===== src/rtl/dmem_arb_pkg.sv =====
// Shared types and defaults for the data-memory arbiter.
//   owner_e   : which requester owns the read data returning next cycle
//   DefAddrW  : default byte-address width
//   DefDataW  : default data width
//   cnt_width : width needed to hold 0..max (at least 1 bit)
package dmem_arb_pkg;

    localparam int unsigned DefAddrW = 32;
    localparam int unsigned DefDataW = 32;

    typedef enum logic [1:0] {
        OWN_NONE = 2'd0,
        OWN_CORE = 2'd1,
        OWN_DMA  = 2'd2
    } owner_e;

    function automatic int unsigned cnt_width(input int unsigned max);
        int unsigned w;
        w = $clog2(max + 1);
        return (w < 1) ? 1 : w;
    endfunction

endpackage


===== src/rtl/dmem_arbiter_if.sv =====
// Bus bundle between the core port, the DMA port, the data memory and the arbiter.
//   c_*     : core load/store request and return
//   d_*     : DMA/loader request and return
//   m_*     : single-port data memory
// Modports:
//   master  : environment side (core, DMA and memory drive their inputs to the arbiter)
//   slave   : arbiter side
interface dmem_arbiter_if
    import dmem_arb_pkg::*;
#(
    parameter int unsigned ADDR_W = DefAddrW,
    parameter int unsigned DATA_W = DefDataW
) ();

    logic              c_req;
    logic              c_we;
    logic [ADDR_W-1:0] c_addr;
    logic [DATA_W-1:0] c_wdata;
    logic              c_stall;
    logic              c_rvalid;
    logic [DATA_W-1:0] c_rdata;

    logic              d_req;
    logic              d_we;
    logic [ADDR_W-1:0] d_addr;
    logic [DATA_W-1:0] d_wdata;
    logic              d_gnt;
    logic              d_rvalid;
    logic [DATA_W-1:0] d_rdata;

    logic              m_en;
    logic              m_we;
    logic [ADDR_W-1:0] m_addr;
    logic [DATA_W-1:0] m_wdata;
    logic [DATA_W-1:0] m_rdata;

    modport master (
        output c_req, c_we, c_addr, c_wdata,
        input  c_stall, c_rvalid, c_rdata,
        output d_req, d_we, d_addr, d_wdata,
        input  d_gnt, d_rvalid, d_rdata,
        input  m_en, m_we, m_addr, m_wdata,
        output m_rdata
    );

    modport slave (
        input  c_req, c_we, c_addr, c_wdata,
        output c_stall, c_rvalid, c_rdata,
        input  d_req, d_we, d_addr, d_wdata,
        output d_gnt, d_rvalid, d_rdata,
        output m_en, m_we, m_addr, m_wdata,
        input  m_rdata
    );

endinterface


===== src/rtl/arb_burst_counter.sv =====
// Counts consecutive core grants while the DMA is waiting.
//   clk        : clock
//   rst        : synchronous active-high reset
//   inc        : core granted while DMA request pending
//   clr        : DMA granted or no DMA request pending (wins over inc)
//   at_limit   : count has reached MAX_BURST; next grant must go to the DMA
module arb_burst_counter
    import dmem_arb_pkg::*;
#(
    parameter int unsigned MAX_BURST = 4
) (
    input  logic clk,
    input  logic rst,
    input  logic inc,
    input  logic clr,
    output logic at_limit
);

    localparam int unsigned CntW = cnt_width(MAX_BURST);
    localparam logic [CntW-1:0] Limit = CntW'(MAX_BURST);

    logic [CntW-1:0] cnt_q;
    logic [CntW-1:0] cnt_d;

    always_comb begin
        at_limit = (cnt_q == Limit);
        cnt_d    = cnt_q;
        if (clr) begin
            cnt_d = '0;
        end else if (inc && !at_limit) begin
            cnt_d = cnt_q + 1'b1;
        end
    end

    always_ff @(posedge clk) begin
        if (rst) begin
            cnt_q <= '0;
        end else begin
            cnt_q <= cnt_d;
        end
    end

endmodule


===== src/rtl/dmem_arbiter.sv =====
// Shares one single-port data memory between the core load/store port and a DMA port.
// Core has default priority; after MAX_BURST core grants with the DMA waiting, the DMA gets
// one forced grant. One memory access per cycle, read data returns one cycle after the grant.
//   clk  : clock, all state on rising edge
//   rst  : synchronous active-high reset
//   bus  : dmem_arbiter_if.slave (core, DMA and memory signals)
module dmem_arbiter
    import dmem_arb_pkg::*;
#(
    parameter int unsigned ADDR_W    = DefAddrW,
    parameter int unsigned DATA_W    = DefDataW,
    parameter int unsigned MAX_BURST = 4
) (
    input  logic          clk,
    input  logic          rst,
    dmem_arbiter_if.slave bus
);

    logic   c_pend_q;
    logic   c_pend_d;
    owner_e rd_owner_q;
    owner_e rd_owner_d;

    logic   at_limit;
    logic   core_elig;
    logic   core_win;
    logic   dma_win;
    logic   burst_inc;
    logic   burst_clr;
    logic   c_rvalid;
    logic   d_rvalid;

    logic [ADDR_W-1:0] win_addr;
    logic [DATA_W-1:0] win_wdata;

    arb_burst_counter #(
        .MAX_BURST (MAX_BURST)
    ) u_burst (
        .clk      (clk),
        .rst      (rst),
        .inc      (burst_inc),
        .clr      (burst_clr),
        .at_limit (at_limit)
    );

    always_comb begin
        // A core read returning this cycle is masked so its held request is not reissued.
        core_elig = bus.c_req & ~c_pend_q;
        core_win  = ~rst & core_elig & ~(bus.d_req & at_limit);
        dma_win   = ~rst & bus.d_req & ~core_win;

        burst_inc = core_win & bus.d_req;
        burst_clr = dma_win | ~bus.d_req;

        c_pend_d   = core_win & ~bus.c_we;
        rd_owner_d = OWN_NONE;
        if (core_win && !bus.c_we) begin
            rd_owner_d = OWN_CORE;
        end else if (dma_win && !bus.d_we) begin
            rd_owner_d = OWN_DMA;
        end

        win_addr  = '0;
        win_wdata = '0;
        if (core_win) begin
            win_addr  = bus.c_addr;
            win_wdata = bus.c_wdata;
        end else if (dma_win) begin
            win_addr  = bus.d_addr;
            win_wdata = bus.d_wdata;
        end

        bus.m_en    = core_win | dma_win;
        bus.m_we    = (core_win & bus.c_we) | (dma_win & bus.d_we);
        bus.m_addr  = win_addr;
        bus.m_wdata = win_wdata;

        // Returns are gated during reset so a read in flight at the reset edge is dropped.
        c_rvalid     = ~rst & (rd_owner_q == OWN_CORE);
        d_rvalid     = ~rst & (rd_owner_q == OWN_DMA);
        bus.c_rvalid = c_rvalid;
        bus.d_rvalid = d_rvalid;
        bus.c_rdata  = c_rvalid ? bus.m_rdata : '0;
        bus.d_rdata  = d_rvalid ? bus.m_rdata : '0;
        bus.d_gnt    = dma_win;

        // Stall unless a store is granted now or a load returns now.
        if (rst) begin
            bus.c_stall = bus.c_req;
        end else begin
            bus.c_stall = bus.c_req & ~c_rvalid & ~(core_win & bus.c_we);
        end
    end

    always_ff @(posedge clk) begin
        if (rst) begin
            c_pend_q   <= 1'b0;
            rd_owner_q <= OWN_NONE;
        end else begin
            c_pend_q   <= c_pend_d;
            rd_owner_q <= rd_owner_d;
        end
    end

endmodule


===== src/flat_wrapper.sv =====
// flat-port wrapper written by rule: the top's interface ports become plain ports
module dmem_arbiter_flat import dmem_arb_pkg::*;
#(
    parameter int unsigned ADDR_W    = DefAddrW,
    parameter int unsigned DATA_W    = DefDataW,
    parameter int unsigned MAX_BURST = 4
)
  (clk, rst, bus_c_req, bus_c_we, bus_c_addr, bus_c_wdata, bus_c_stall, bus_c_rvalid, bus_c_rdata, bus_d_req, bus_d_we, bus_d_addr, bus_d_wdata, bus_d_gnt, bus_d_rvalid, bus_d_rdata, bus_m_en, bus_m_we, bus_m_addr, bus_m_wdata, bus_m_rdata);
  dmem_arbiter_if #(.ADDR_W(ADDR_W), .DATA_W(DATA_W)) bus_i ();
  input  logic clk;
  input  logic rst;
  input wire logic [$bits(bus_i.c_req)-1:0] bus_c_req;
  input wire logic [$bits(bus_i.c_we)-1:0] bus_c_we;
  input wire logic [$bits(bus_i.c_addr)-1:0] bus_c_addr;
  input wire logic [$bits(bus_i.c_wdata)-1:0] bus_c_wdata;
  output wire logic [$bits(bus_i.c_stall)-1:0] bus_c_stall;
  output wire logic [$bits(bus_i.c_rvalid)-1:0] bus_c_rvalid;
  output wire logic [$bits(bus_i.c_rdata)-1:0] bus_c_rdata;
  input wire logic [$bits(bus_i.d_req)-1:0] bus_d_req;
  input wire logic [$bits(bus_i.d_we)-1:0] bus_d_we;
  input wire logic [$bits(bus_i.d_addr)-1:0] bus_d_addr;
  input wire logic [$bits(bus_i.d_wdata)-1:0] bus_d_wdata;
  output wire logic [$bits(bus_i.d_gnt)-1:0] bus_d_gnt;
  output wire logic [$bits(bus_i.d_rvalid)-1:0] bus_d_rvalid;
  output wire logic [$bits(bus_i.d_rdata)-1:0] bus_d_rdata;
  output wire logic [$bits(bus_i.m_en)-1:0] bus_m_en;
  output wire logic [$bits(bus_i.m_we)-1:0] bus_m_we;
  output wire logic [$bits(bus_i.m_addr)-1:0] bus_m_addr;
  output wire logic [$bits(bus_i.m_wdata)-1:0] bus_m_wdata;
  input wire logic [$bits(bus_i.m_rdata)-1:0] bus_m_rdata;
  assign bus_i.c_req = bus_c_req;
  assign bus_i.c_we = bus_c_we;
  assign bus_i.c_addr = bus_c_addr;
  assign bus_i.c_wdata = bus_c_wdata;
  assign bus_c_stall = bus_i.c_stall;
  assign bus_c_rvalid = bus_i.c_rvalid;
  assign bus_c_rdata = bus_i.c_rdata;
  assign bus_i.d_req = bus_d_req;
  assign bus_i.d_we = bus_d_we;
  assign bus_i.d_addr = bus_d_addr;
  assign bus_i.d_wdata = bus_d_wdata;
  assign bus_d_gnt = bus_i.d_gnt;
  assign bus_d_rvalid = bus_i.d_rvalid;
  assign bus_d_rdata = bus_i.d_rdata;
  assign bus_m_en = bus_i.m_en;
  assign bus_m_we = bus_i.m_we;
  assign bus_m_addr = bus_i.m_addr;
  assign bus_m_wdata = bus_i.m_wdata;
  assign bus_i.m_rdata = bus_m_rdata;
  dmem_arbiter #(.ADDR_W(ADDR_W), .DATA_W(DATA_W), .MAX_BURST(MAX_BURST)) u_core (.clk(clk), .rst(rst), .bus(bus_i));
endmodule

===== config.mk =====
export PLATFORM = sky130hd
export DESIGN_NAME = dmem_arbiter_flat
export DESIGN_NICKNAME = d
export VERILOG_FILES = /design/src/rtl/dmem_arb_pkg.sv /design/src/rtl/dmem_arbiter_if.sv /design/src/rtl/arb_burst_counter.sv /design/src/rtl/dmem_arbiter.sv /design/src/flat_wrapper.sv
export SDC_FILE = /design/constraint.sdc
export NUM_CORES = 1
export LEC_CHECK = 0
export CAP_MARGIN = 20
export CELL_PAD_IN_SITES_DETAIL_PLACEMENT = 1
export CELL_PAD_IN_SITES_GLOBAL_PLACEMENT = 2
export CORE_ASPECT_RATIO = 1.2
export CORE_MARGIN = 2
export CORE_UTILIZATION = 10
export DETAILED_ROUTE_END_ITERATION = 10
export PLACE_DENSITY_LB_ADDON = 0.1
export SLEW_MARGIN = 20
export SYNTH_ARGS = -nofsm -noshare
export SYNTH_HDL_FRONTEND = slang
export SYNTH_SLANG_ARGS = --single-unit

===== constraint.sdc =====
create_clock -name clk -period 2.7 [get_ports clk]
set_input_delay 0.54 -clock clk [delete_from_list [all_inputs] [get_ports clk]]
set_output_delay 0.54 -clock clk [all_outputs]
set_load 0.02 [all_outputs]

==> summary.txt <==
Floorplan
  – Row Count: 47
  – Die height: about 130 microns
  – Starting density of the core: approximately a tenth
  – Core area: between 0.01 and 0.015 sq mm
  – Die X: ~110 microns
  – Ports: 300
  – Die Footprint: around 0.015 sq mm

Timing
  – Post-Route Setup TNS: -0.0391 ns
  – Final worst path period share: 101%
  – Worst Max-Slew Pin Slew: 0.286 ns
  – Unrepaired setup endpoints after global routing: true
  – Minimum clock period: between 2 and 3 ns
  – Final hold vios: 0
  – Final setup viols: 2
  – Top achievable clock speed: about 370 MHz
  – Setup WS post-layout: -0.0199 ns
  – Worst rel slew slack: 80.9%
  – Fin. max-slew vios: 0
  – Skew final: between 0.001 and 0.0015 ns

Setup path
  – Worst EP required: between 2 and 2.5 ns
  – CP startpoint kind: input port
  – Crit path DAT: roughly 2.2 ns
  – Worst setup path category: in2out
  – Crit end category: output pin
  – Worst Path Max Fanout: 17

Yosys
  – Synth area leader: a22o_1
  – Synthesized instance count: between 150 and 200
  – Sequential area share after synthesis: 7.25%
  – Post-synthesis cell type count: 21
  – Flops & latches, synth: 5
  – Post-synth top area share: a little over 40%
  – Number of synthesized flops with an enable pin: 0
  – Net Count, Synth: about 350
  – Synth Area per Inst: 7.55 sq um
  – Ys flop type: dfxtp_1
  – Most common cell in the synthesized netlist: a22o_1
  – Synth Cell Area: ~0.0014 sq mm
  – Synth warn: 0
  – Ys async rst share: 0%
  – Top cells by area, synth: a22o_1, and2_1, and3_1, dfxtp_1, buf_6
  – Post-synth top cells: a22o_1, and2_1, and3_1

Power
  – Combinational power share: around two thirds
  – P_int: 0.658 mW
  – Pwr/cell area: roughly 210 mW/mm^2
  – Worst IR drop on VDD: about 150 uV
  – Power share of the sequential group: under 10%
  – P_sw: 0.323 mW
  – Net Sw Frac: approximately a third
  – P_leak: between 2 and 2.5 nW
  – Clock share of power: between 20 and 30%

Global route
  – Grt ovf: 0
  – Largest net degree at the start of global routing: 36
  – Vias in the first global route: roughly 3000
  – First-pass GRT wire length: 18400 microns
  – Initial antenna violation count: 1
  – GRT Total Usage: 15.5%

Finish
  – Share of cells above drive strength 1: roughly 20%
  – Fin area: 0.00461 sq mm
  – Antenna Cells: 0
  – Layout Nets: roughly 650
  – Area Growth Syn to Fin: 234%

Clocking
  – CTS tree: done
  – # H-tree levels: 1
  – CTS Buf Count: 3
  – Sink Count: 5
  – Worst skew pair latency: 0.23 ns
  – CTS Buffer Depth: 2
  – Hold_buf cts: 0
  – Reg clk slew, reported paths: ~0.03 ns
  – CTS root buffer: clkbuf_16

Route
  – Vias per cell: around 4.3
  – DRT antenna net count: 0
  – Initial DRC count: about 100
  – TritonRoute pass-1 iters: 4
  – Post-DR wirelength/cell: 19.0 microns
  – Vias after detailed routing: around 2800
  – # DRC: 0
  – Final WL: between 10000 and 15000 microns

Status
  – Status: finished, violations left
  – Failing checks: negative setup slack

Placement
  – DP Area: between 0.004 and 0.005 sq mm
  – Port-buffer cells: 299
  – Routability congestion estimate from global placement: 0.808
  – DPL Wire Length: 9720 microns

Run
  – Max-Cap Viols: 0

Min path
  – Hold Crit Class: reg2reg
==> repair_timing <==
action	4_1_cts	5_1_grt
setup buffers	0	2
endpoints found under the setup margin	132	61
gates resized for setup	241	62
cloned	1	3
==> stage by stage <==
stage	total power [mW]	std cells	hold slack, ns	util [%]	worst slack [ns]
after floorplan	0.309	183	0.427	-	0.708
after global placement	0.758	643	0.439	34.0	-0.323
final	0.981	653	0.461	33.8	-0.0199
after CTS	0.995	648	0.464	34.3	-0.0319
after global routing	1.03	653	0.506	33.8	-0.0859
after detailed placement	0.764	643	0.460	34.0	-0.338
==> per-layer routing <==
metal  GRT usage, %  part of all wire, %  wire length (microns)
met1           16.0                   36                   4490
met2           29.4                   51                   6320
met3           6.83                   11                   1410
met4           2.40                  1.2                    154
met5              0                 0.10                     13
==> worst max-delay path, stage by stage <==
cell	delay, ns
clkdlybuf4s50_1	0.51
nand2b_1	0.12
a31oi_4	0.23
buf_12	0.16
buf_12	0.15
buf_4	0.14
a22o_1	0.19
buf_12	0.13
==> cell usage in the layout (no fill, tap or decap), drive strengths merged <==
| cell | Yosys | layout |
|---|---|---|
| clkbuf | 9 | 36 |
| dlygate4sd2 | 0 | 54 |
| nor2 | 5 | 5 |
| inv | 3 | 3 |
| nor3b | 2 | 2 |
| ha | 2 | 2 |
| mux2i | 1 | 1 |
| nand2b | 2 | 2 |
| and2 | 33 | 33 |
| nor2b | 1 | 1 |
| a21oi | 1 | 1 |
| a22o | 65 | 65 |
| buf | 14 | 42 |
| a31oi | 1 | 1 |
| and3 | 33 | 33 |
| clkdlybuf4s50 | 0 | 165 |
| nand2 | 3 | 3 |
| dfxtp | 5 | 5 |
| clkdlybuf4s15 | 0 | 24 |
| nand3 | 3 | 3 |
| bufbuf | 0 | 1 |
==> logic make-up after synthesis <==
group,share of synthesized area (%)
AND/OR/NAND/NOR,36.1
AO/OA/AOI/OAI,42.5
buffers and inverters,11.6
flip-flops,7.25
adder cells (fa/ha/maj),1.81
multiplexers,0.725
==> area by class of cell <==
cell class	count	area (sq um)
fill	1639	9030
tap	171	214
timing repair buffer	318	3040
multi-input combinational	152	1170
sequential	5	100
clock buffer	4	78.8
inverter	3	11.3
==> power by group through the flow <==
| stage | logic (mW) | registers (mW) | clock network [mW] |
|---|---|---|---|
| 6_report | 0.657 | 0.0779 | 0.246 |
| 2_1_floorplan | 0.230 | 0.0787 | 0 |
| 3_5_place_dp | 0.685 | 0.0788 | 0 |
| 4_1_cts | 0.664 | 0.0779 | 0.253 |
| 5_1_grt | 0.701 | 0.0782 | 0.255 |
| 3_3_place_gp | 0.680 | 0.0786 | 0 |
==> sequential cells by signal, summed over array words and instances, names as in the netlist <==
register	cells
u_core.rd_owner_q	2
u_core.u_burst.cnt_q	3
==> final timing paths <==
path / from / end / slack (ns) / cells after the start
hold / removal: u_core.u_burst.cnt_q[0] / u_core.u_burst.cnt_q[0] / 0.46 / 1
hold reg to reg: u_core.u_burst.cnt_q[0] / u_core.u_burst.cnt_q[0] / 0.46 / 1
setup reg to reg: u_core.u_burst.cnt_q[0] / u_core.rd_owner_q[1] / 1.08 / 8
setup / recovery: bus_d_req / bus_m_wdata[31] / -0.02 / 8
Note: power is estimated with default switching activity, not from simulation.
